**src/rtl/floo_axi_test_endpoint.sv**
```systemverilog
// floo_axi_test_endpoint
//   Protocol-correct AXI4 subordinate for NoC chimneys without a cluster.
//   Writes: AW IDs are queued, W beats are discarded, and one B is returned per
//   burst once its last W beat has been accepted.
//   Reads: every AR burst is answered with data equal to the beat address
//   (start address + beat * bytes-per-beat, computed modulo 2^AddrWidth).
//   Responses are OKAY, or DECERR when RespErr != 0.
// Ports:
//   clk_i, rst_i (synchronous, active-high)
//   aw_*, w_*, b_*  : write channels (IDs only, data discarded)
//   ar_*, r_*       : read channels (INCR, full-width, aligned bursts)
//   wr_done_o       : completed B handshakes (wraps)
//   rd_done_o       : completed last-R handshakes (wraps)

// Registered FIFO: a push becomes visible at the head one cycle later.
module floo_axi_test_endpoint_fifo #(
  parameter int unsigned Width = 8,
  parameter int unsigned Depth = 4
) (
  input  logic             clk_i,
  input  logic             rst_i,
  input  logic             push_i,
  input  logic [Width-1:0] data_i,
  input  logic             pop_i,
  output logic [Width-1:0] data_o,
  output logic             empty_o,
  output logic             full_o
);
  localparam int unsigned PtrW = (Depth > 1) ? $clog2(Depth) : 1;
  localparam int unsigned CntW = $clog2(Depth + 1);

  logic [Width-1:0] mem [Depth];
  logic [PtrW-1:0]  wr_ptr_q, rd_ptr_q;
  logic [CntW-1:0]  count_q;
  logic             push_ok, pop_ok;

  assign full_o  = (count_q == CntW'(Depth));
  assign empty_o = (count_q == '0);
  assign push_ok = push_i && !full_o;
  assign pop_ok  = pop_i && !empty_o;
  assign data_o  = mem[rd_ptr_q];

  always_ff @(posedge clk_i) begin
    if (push_ok) mem[wr_ptr_q] <= data_i;
  end

  always_ff @(posedge clk_i) begin
    if (rst_i) begin
      wr_ptr_q <= '0;
      rd_ptr_q <= '0;
      count_q  <= '0;
    end else begin
      if (push_ok)
        wr_ptr_q <= (wr_ptr_q == PtrW'(Depth - 1)) ? '0 : wr_ptr_q + 1'b1;
      if (pop_ok)
        rd_ptr_q <= (rd_ptr_q == PtrW'(Depth - 1)) ? '0 : rd_ptr_q + 1'b1;
      case ({push_ok, pop_ok})
        2'b10:   count_q <= count_q + 1'b1;
        2'b01:   count_q <= count_q - 1'b1;
        default: count_q <= count_q;
      endcase
    end
  end
endmodule

module floo_axi_test_endpoint #(
  parameter int unsigned IdWidth   = 4,
  parameter int unsigned AddrWidth = 48,
  parameter int unsigned DataWidth = 64,
  parameter int unsigned MaxTxns   = 4,
  parameter int unsigned RespErr   = 0
) (
  input  logic                 clk_i,
  input  logic                 rst_i,
  input  logic                 aw_valid_i,
  output logic                 aw_ready_o,
  input  logic [IdWidth-1:0]   aw_id_i,
  input  logic                 w_valid_i,
  output logic                 w_ready_o,
  input  logic                 w_last_i,
  output logic                 b_valid_o,
  input  logic                 b_ready_i,
  output logic [IdWidth-1:0]   b_id_o,
  output logic [1:0]           b_resp_o,
  input  logic                 ar_valid_i,
  output logic                 ar_ready_o,
  input  logic [IdWidth-1:0]   ar_id_i,
  input  logic [AddrWidth-1:0] ar_addr_i,
  input  logic [7:0]           ar_len_i,
  output logic                 r_valid_o,
  input  logic                 r_ready_i,
  output logic [IdWidth-1:0]   r_id_o,
  output logic [DataWidth-1:0] r_data_o,
  output logic [1:0]           r_resp_o,
  output logic                 r_last_o,
  output logic [31:0]          wr_done_o,
  output logic [31:0]          rd_done_o
);
  localparam logic [1:0]  Resp      = (RespErr != 0) ? 2'b11 : 2'b00;
  localparam int unsigned BeatShift = $clog2(DataWidth / 8);
  localparam int unsigned ArWidth   = IdWidth + AddrWidth + 8;

  // Set while rst_i is sampled high so that readies read 0 during reset even
  // though the FIFOs are already empty.
  logic in_reset_q;

  logic               aw_empty, aw_full, b_empty, b_full, ar_empty, ar_full;
  logic [IdWidth-1:0] aw_head, b_head;
  logic [ArWidth-1:0] ar_head;

  logic [IdWidth-1:0]   ar_head_id;
  logic [AddrWidth-1:0] ar_head_addr;
  logic [7:0]           ar_head_len;

  logic                 aw_hs, w_last_hs, b_hs, ar_hs, r_hs, r_last;
  logic [7:0]           beat_q;
  logic [AddrWidth-1:0] beat_addr;
  logic [31:0]          wr_done_q, rd_done_q;

  always_ff @(posedge clk_i) begin
    in_reset_q <= rst_i;
  end

  // Write path
  assign aw_ready_o = !aw_full && !in_reset_q;
  assign aw_hs      = aw_valid_i && aw_ready_o;
  assign w_ready_o  = !aw_empty && !b_full && !in_reset_q;
  assign w_last_hs  = w_valid_i && w_ready_o && w_last_i;

  floo_axi_test_endpoint_fifo #(.Width(IdWidth), .Depth(MaxTxns)) i_aw_fifo (
    .clk_i   (clk_i),
    .rst_i   (rst_i),
    .push_i  (aw_hs),
    .data_i  (aw_id_i),
    .pop_i   (w_last_hs),
    .data_o  (aw_head),
    .empty_o (aw_empty),
    .full_o  (aw_full)
  );

  floo_axi_test_endpoint_fifo #(.Width(IdWidth), .Depth(MaxTxns)) i_b_fifo (
    .clk_i   (clk_i),
    .rst_i   (rst_i),
    .push_i  (w_last_hs),
    .data_i  (aw_head),
    .pop_i   (b_hs),
    .data_o  (b_head),
    .empty_o (b_empty),
    .full_o  (b_full)
  );

  assign b_valid_o = !b_empty;
  assign b_hs      = b_valid_o && b_ready_i;
  assign b_id_o    = b_valid_o ? b_head : '0;
  assign b_resp_o  = b_valid_o ? Resp : '0;

  // Read path
  assign ar_ready_o = !ar_full && !in_reset_q;
  assign ar_hs      = ar_valid_i && ar_ready_o;

  floo_axi_test_endpoint_fifo #(.Width(ArWidth), .Depth(MaxTxns)) i_ar_fifo (
    .clk_i   (clk_i),
    .rst_i   (rst_i),
    .push_i  (ar_hs),
    .data_i  ({ar_id_i, ar_addr_i, ar_len_i}),
    .pop_i   (r_hs && r_last),
    .data_o  (ar_head),
    .empty_o (ar_empty),
    .full_o  (ar_full)
  );

  assign {ar_head_id, ar_head_addr, ar_head_len} = ar_head;

  assign r_valid_o = !ar_empty;
  assign r_last    = (beat_q == ar_head_len);
  assign r_hs      = r_valid_o && r_ready_i;
  assign beat_addr = ar_head_addr + (AddrWidth'(beat_q) << BeatShift);

  assign r_id_o   = r_valid_o ? ar_head_id : '0;
  assign r_data_o = r_valid_o ? DataWidth'(beat_addr) : '0;
  assign r_resp_o = r_valid_o ? Resp : '0;
  assign r_last_o = r_valid_o && r_last;

  always_ff @(posedge clk_i) begin
    if (rst_i) begin
      beat_q    <= '0;
      wr_done_q <= '0;
      rd_done_q <= '0;
    end else begin
      if (b_hs) wr_done_q <= wr_done_q + 32'd1;
      if (r_hs) begin
        if (r_last) begin
          beat_q    <= '0;
          rd_done_q <= rd_done_q + 32'd1;
        end else begin
          beat_q <= beat_q + 8'd1;
        end
      end
    end
  end

  assign wr_done_o = wr_done_q;
  assign rd_done_o = rd_done_q;
endmodule

```
**config.mk**
```make
export PLATFORM = sky130hd
export DESIGN_NAME = floo_axi_test_endpoint
export DESIGN_NICKNAME = d
export VERILOG_FILES = /design/src/rtl/floo_axi_test_endpoint.sv
export SDC_FILE = /design/constraint.sdc
export NUM_CORES = 1
export LEC_CHECK = 0
export BUFFER_PORTS_ARGS = -buffer_cell sky130_fd_sc_hd__clkbuf_2
export CAP_MARGIN = 5
export CORE_ASPECT_RATIO = 1.75
export CORE_MARGIN = 8
export CORE_UTILIZATION = 52
export CTS_CLUSTER_SIZE = 10
export DETAILED_ROUTE_END_ITERATION = 10
export PLACE_DENSITY = 0.87
export SYNTH_ARGS = -nofsm -noshare
export SYNTH_HDL_FRONTEND = slang
export SYNTH_SLANG_ARGS = --single-unit
```
**constraint.sdc**
```tcl
create_clock -name clk_i -period 4 [get_ports clk_i]
set_input_delay 0.2 -clock clk_i [delete_from_list [all_inputs] [get_ports clk_i]]
set_output_delay 0.2 -clock clk_i [all_outputs]
set_load 0.005 [all_outputs]
```
==> results.py <==
metrics = {
    "routing": {
        "drt-wirelength-per-cell_um": 21.65,
        "route.detailed.drc": 0,
        "ant_nets": 0,
        "vias": 11241,
        "drtPass1Iterations": 5,
        "drt-vias-per-instance": 5.960,
        "dr.first_iter.drc_count": 724,
        "totalWireLength_um": 40840,
    },
    "cells_and_area": {
        "layout.nets": 1564,
        "fillers": 2173,
        "drive_gt1_share_pct": 25.12,
        "syn2layout_area_growth_pct": 20.12,
        "regArea_mm2": 0.01018,
        "multi_input_area_mm2": 0.005792,
    },
    "critical_path": {
        "end_kind": "output pin",
        "crit_arrival_ps": 3770,
        "start_kind": "flop",
        "r2r_slack_ps": 610,
        "path_cells": "mux4_2 > ha_1 > o21a_1 > o21ai_0 > a31oi_2 > buf_4 > o211ai_1 > o21ai_0 > a21oi_1 > clkbuf_2",
        "path_common_cell": "o21ai_0",
        "critPathKind": "flop to output pin",
        "critical_path_required_ps": 3800,
        "cpPeakStageDelay_ps": 570,
        "cp_slowest_cell": "o211ai_1",
        "crit_path_max_fanout": 10,
    },
    "job": {
        "maxCapViolCount": 0,
    },
    "clock_network": {
        "cts_root_buf": "clkbuf_16",
        "clockBufferDepth": 3,
        "htree_num_levels": 2,
        "numCtsBuffers": 43,
        "clk_latency_ps": 560,
        "clk_pin_slew_ps": 50,
        "tritoncts": "built",
        "cts.sinks": 372,
    },
    "placed_design": {
        "port_buffers": 197,
        "hpwl_um": 26290,
        "gp_congestion": 0.8544,
    },
    "pwr": {
        "vdd_drop_max_uv": 463.1,
        "p_seq_share_pct": 51.2,
        "power.switching_mw": 1.840,
        "swShare_pct": 22.27,
        "p_clk_share_pct": 42.9,
        "powerDensity_mw_per_mm2": 419.8,
        "p_int_mw": 6.422,
        "combPwrFrac_pct": 5.8,
        "leakagePower_nw": 6.893,
        "fin_total_pwr_mw": 8.262,
    },
    "die": {
        "fp.coreArea_mm2": 0.03131,
        "die_area_mm2": 0.03767,
        "row_count": 86,
        "die_w_um": 150.2,
        "die_y_um": 250.8,
        "start_util_pct": 52.32,
        "ioPinCount": 218,
    },
    "timing": {
        "fin_crit_ps": 3966,
        "drv_slew": 0,
        "fin_crit_sh_pct": 99.15,
        "setup_viol": 0,
        "tightest_slew_ps": 943.3,
        "rsz0062_at_grt": "true",
        "slew_headroom_pct": 37.12,
        "fin_tns_setup_ps": 0,
        "clock_skew_ps": 24.90,
        "hold_viol": 0,
        "fmax_mhz": 252.1,
    },
    "synth": {
        "yosys.cell_types.count": 54,
        "synth.area.top_cells": "edfxtp_1 (50%), dfxtp_1 (12%), mux4_2 (8.4%), ha_1 (2.2%), nor2_1 (2.2%)",
        "synth_top_area_share_pct": 49.85,
        "synth_edf_count": 272,
        "syn_inst": 1179,
        "syn_area_mm2": 0.01638,
        "yosys_warnings": 0,
        "synthFlopType": "edfxtp_1",
        "syn_avg_cell_area_um2": 13.90,
        "synth-seq-area-share_pct": 62.07,
        "ys_ff_latch": 372,
        "synth_top_area_cell": "edfxtp_1",
        "async_reset_ff_share_pct": 0,
    },
    "global_routing": {
        "grt_max_degree": 61,
        "gr-usage-all-layers_pct": 21.36,
        "grt_pass1_vias": 11574,
        "antenna_found_initial": 1,
        "grt_pass1_wl_um": 63290,
        "overflow": 0,
    },
    "outcome": {
        "outcome": "finished clean",
    },
    "min_path": {
        "hold_class": "input pin to flop",
    },
}
==> final timing paths <==
check                                                       start                                end  cells after the start
worst max-delay path                                         flop                       r_data_o[28]                     10
worst min-delay path                                    b_ready_i          wr_done_o[1]$_SDFFE_PP0P_                      4
worst max register to register                               flop  i_ar_fifo.count_q[2]$_SDFFE_PP0P_                     11
worst min register to register  i_b_fifo.wr_ptr_q[1]$_SDFFE_PP0P_  i_b_fifo.wr_ptr_q[1]$_SDFFE_PP0P_                      2
==> state kept, by name, indices dropped and copies added (netlist names), named ones only <==
register / flops
i_ar_fifo.mem: 240
rd_done_o: 32
wr_done_o: 32
i_aw_fifo.mem: 16
i_b_fifo.mem: 16
beat_q: 8
i_ar_fifo.count_q: 3
i_aw_fifo.count_q: 3
i_b_fifo.count_q: 3
i_ar_fifo.rd_ptr_q: 2
i_ar_fifo.wr_ptr_q: 2
i_aw_fifo.rd_ptr_q: 2
i_aw_fifo.wr_ptr_q: 2
i_b_fifo.rd_ptr_q: 2
i_b_fifo.wr_ptr_q: 2
in_reset_q: 1
==> cells in the final DEF, fill, tap and decap left out, drive strengths merged, types with 24 or more instances in the layout <==
| cell | instances |
|---|---|
| a21oi | 53 |
| and3 | 24 |
| buf | 26 |
| clkbuf | 266 |
| dfxtp | 100 |
| dlygate4sd3 | 66 |
| edfxtp | 272 |
| ha | 29 |
| inv | 37 |
| mux4 | 68 |
| nand2 | 50 |
| nand3 | 35 |
| nand4 | 34 |
| nor2 | 96 |
| nor3 | 38 |
| o21ai | 26 |
| or3 | 25 |
| xnor2 | 48 |
| xor2 | 31 |
==> cell usage after synthesis (29+ instances only) <==
| cell | count |
|---|---|
| a21oi_1 | 53 |
| clkbuf_1 | 34 |
| dfxtp_1 | 100 |
| edfxtp_1 | 272 |
| ha_1 | 29 |
| inv_1 | 34 |
| mux4_2 | 61 |
| nand2_1 | 50 |
| nand3_1 | 35 |
| nand4_1 | 32 |
| nor2_1 | 96 |
| nor3_1 | 36 |
| xnor2_1 | 41 |
| xor2_1 | 31 |
==> cells by family after synthesis <==
| logic type | share of synthesized area [%] |
|---|---|
| AND/OR/NAND/NOR | 12.40 |
| flip-flops | 62.07 |
| AO/OA/AOI/OAI | 4.995 |
| buffers and inverters | 3.360 |
| XOR/XNOR | 4.544 |
| multiplexers | 9.898 |
| adder cells (fa/ha/maj) | 2.704 |
| other | 0.02289 |
==> critical path, delay by kind of cell (launching register included) <==
| kind | cells | cell delay [ps] |
|---|---|---|
| fa+ha+maj | 1 | 370 |
| flops | 1 | 460 |
| compound gates | 6 | 1490 |
| mux | 1 | 540 |
| buf+inv | 2 | 340 |
==> metal layers <==
layer  part of all wire, %  GRT usage [%]
met2                    55          39.38
met3                   7.8          3.745
met4                   3.1          9.007
met1                    34          23.41
met5                     0              0
==> through the flow <==
stage | worst slack [ps] | area [um^2] | cells | hold WS [ps] | utilization [%]
4_1_cts | 59.09 | 19600 | 1879 | 53.29 | 62.61
3_3_place_gp | 535.3 | 17690 | 1738 | 412.8 | 56.49
6_report | 33.88 | 19680 | 1886 | 80.28 | 62.85
5_1_grt | -83.03 | 19680 | 1886 | 105.7 | 62.85
2_1_floorplan | 63.25 | 16470 | 1198 | 227.7 | -
3_5_place_dp | 401.2 | 17690 | 1738 | 419.8 | 56.49
==> timing repair <==
action | in CTS | in global routing
gates resized for setup | 5 | 6
gates cloned | 0 | 0
hold buffers | 66 | 0
setup buffers | 0 | 6
endpoints found under the hold margin | 258 | 0
pin swaps | 0 | 3
setup endpoints to repair | 7 | 22
==> layout make-up <==
class	instances	share of cell area (%)
Sequential cell	372	51.71
Tap cell	396	2.518
Inverter	34	0.6485
Timing Repair Buffer	288	9.384
Clock buffer	70	5.983
Antenna cell	1	0.01272
Multi-Input combinational cell	720	29.43
Clock inverter	5	0.3115
==> power by group through the flow <==
stage / Sequential (mW) / Combinational [mW] / Clock [mW]
CTS: 4.23 / 0.475 / 3.58
detailed placement: 4.31 / 0.414 / 0
finish: 4.23 / 0.483 / 3.54
floorplan: 4.31 / 0.245 / 0
global placement: 4.31 / 0.395 / 0
global route: 4.24 / 0.521 / 3.75
No activity file was read; power rests on OpenSTA's default activity.
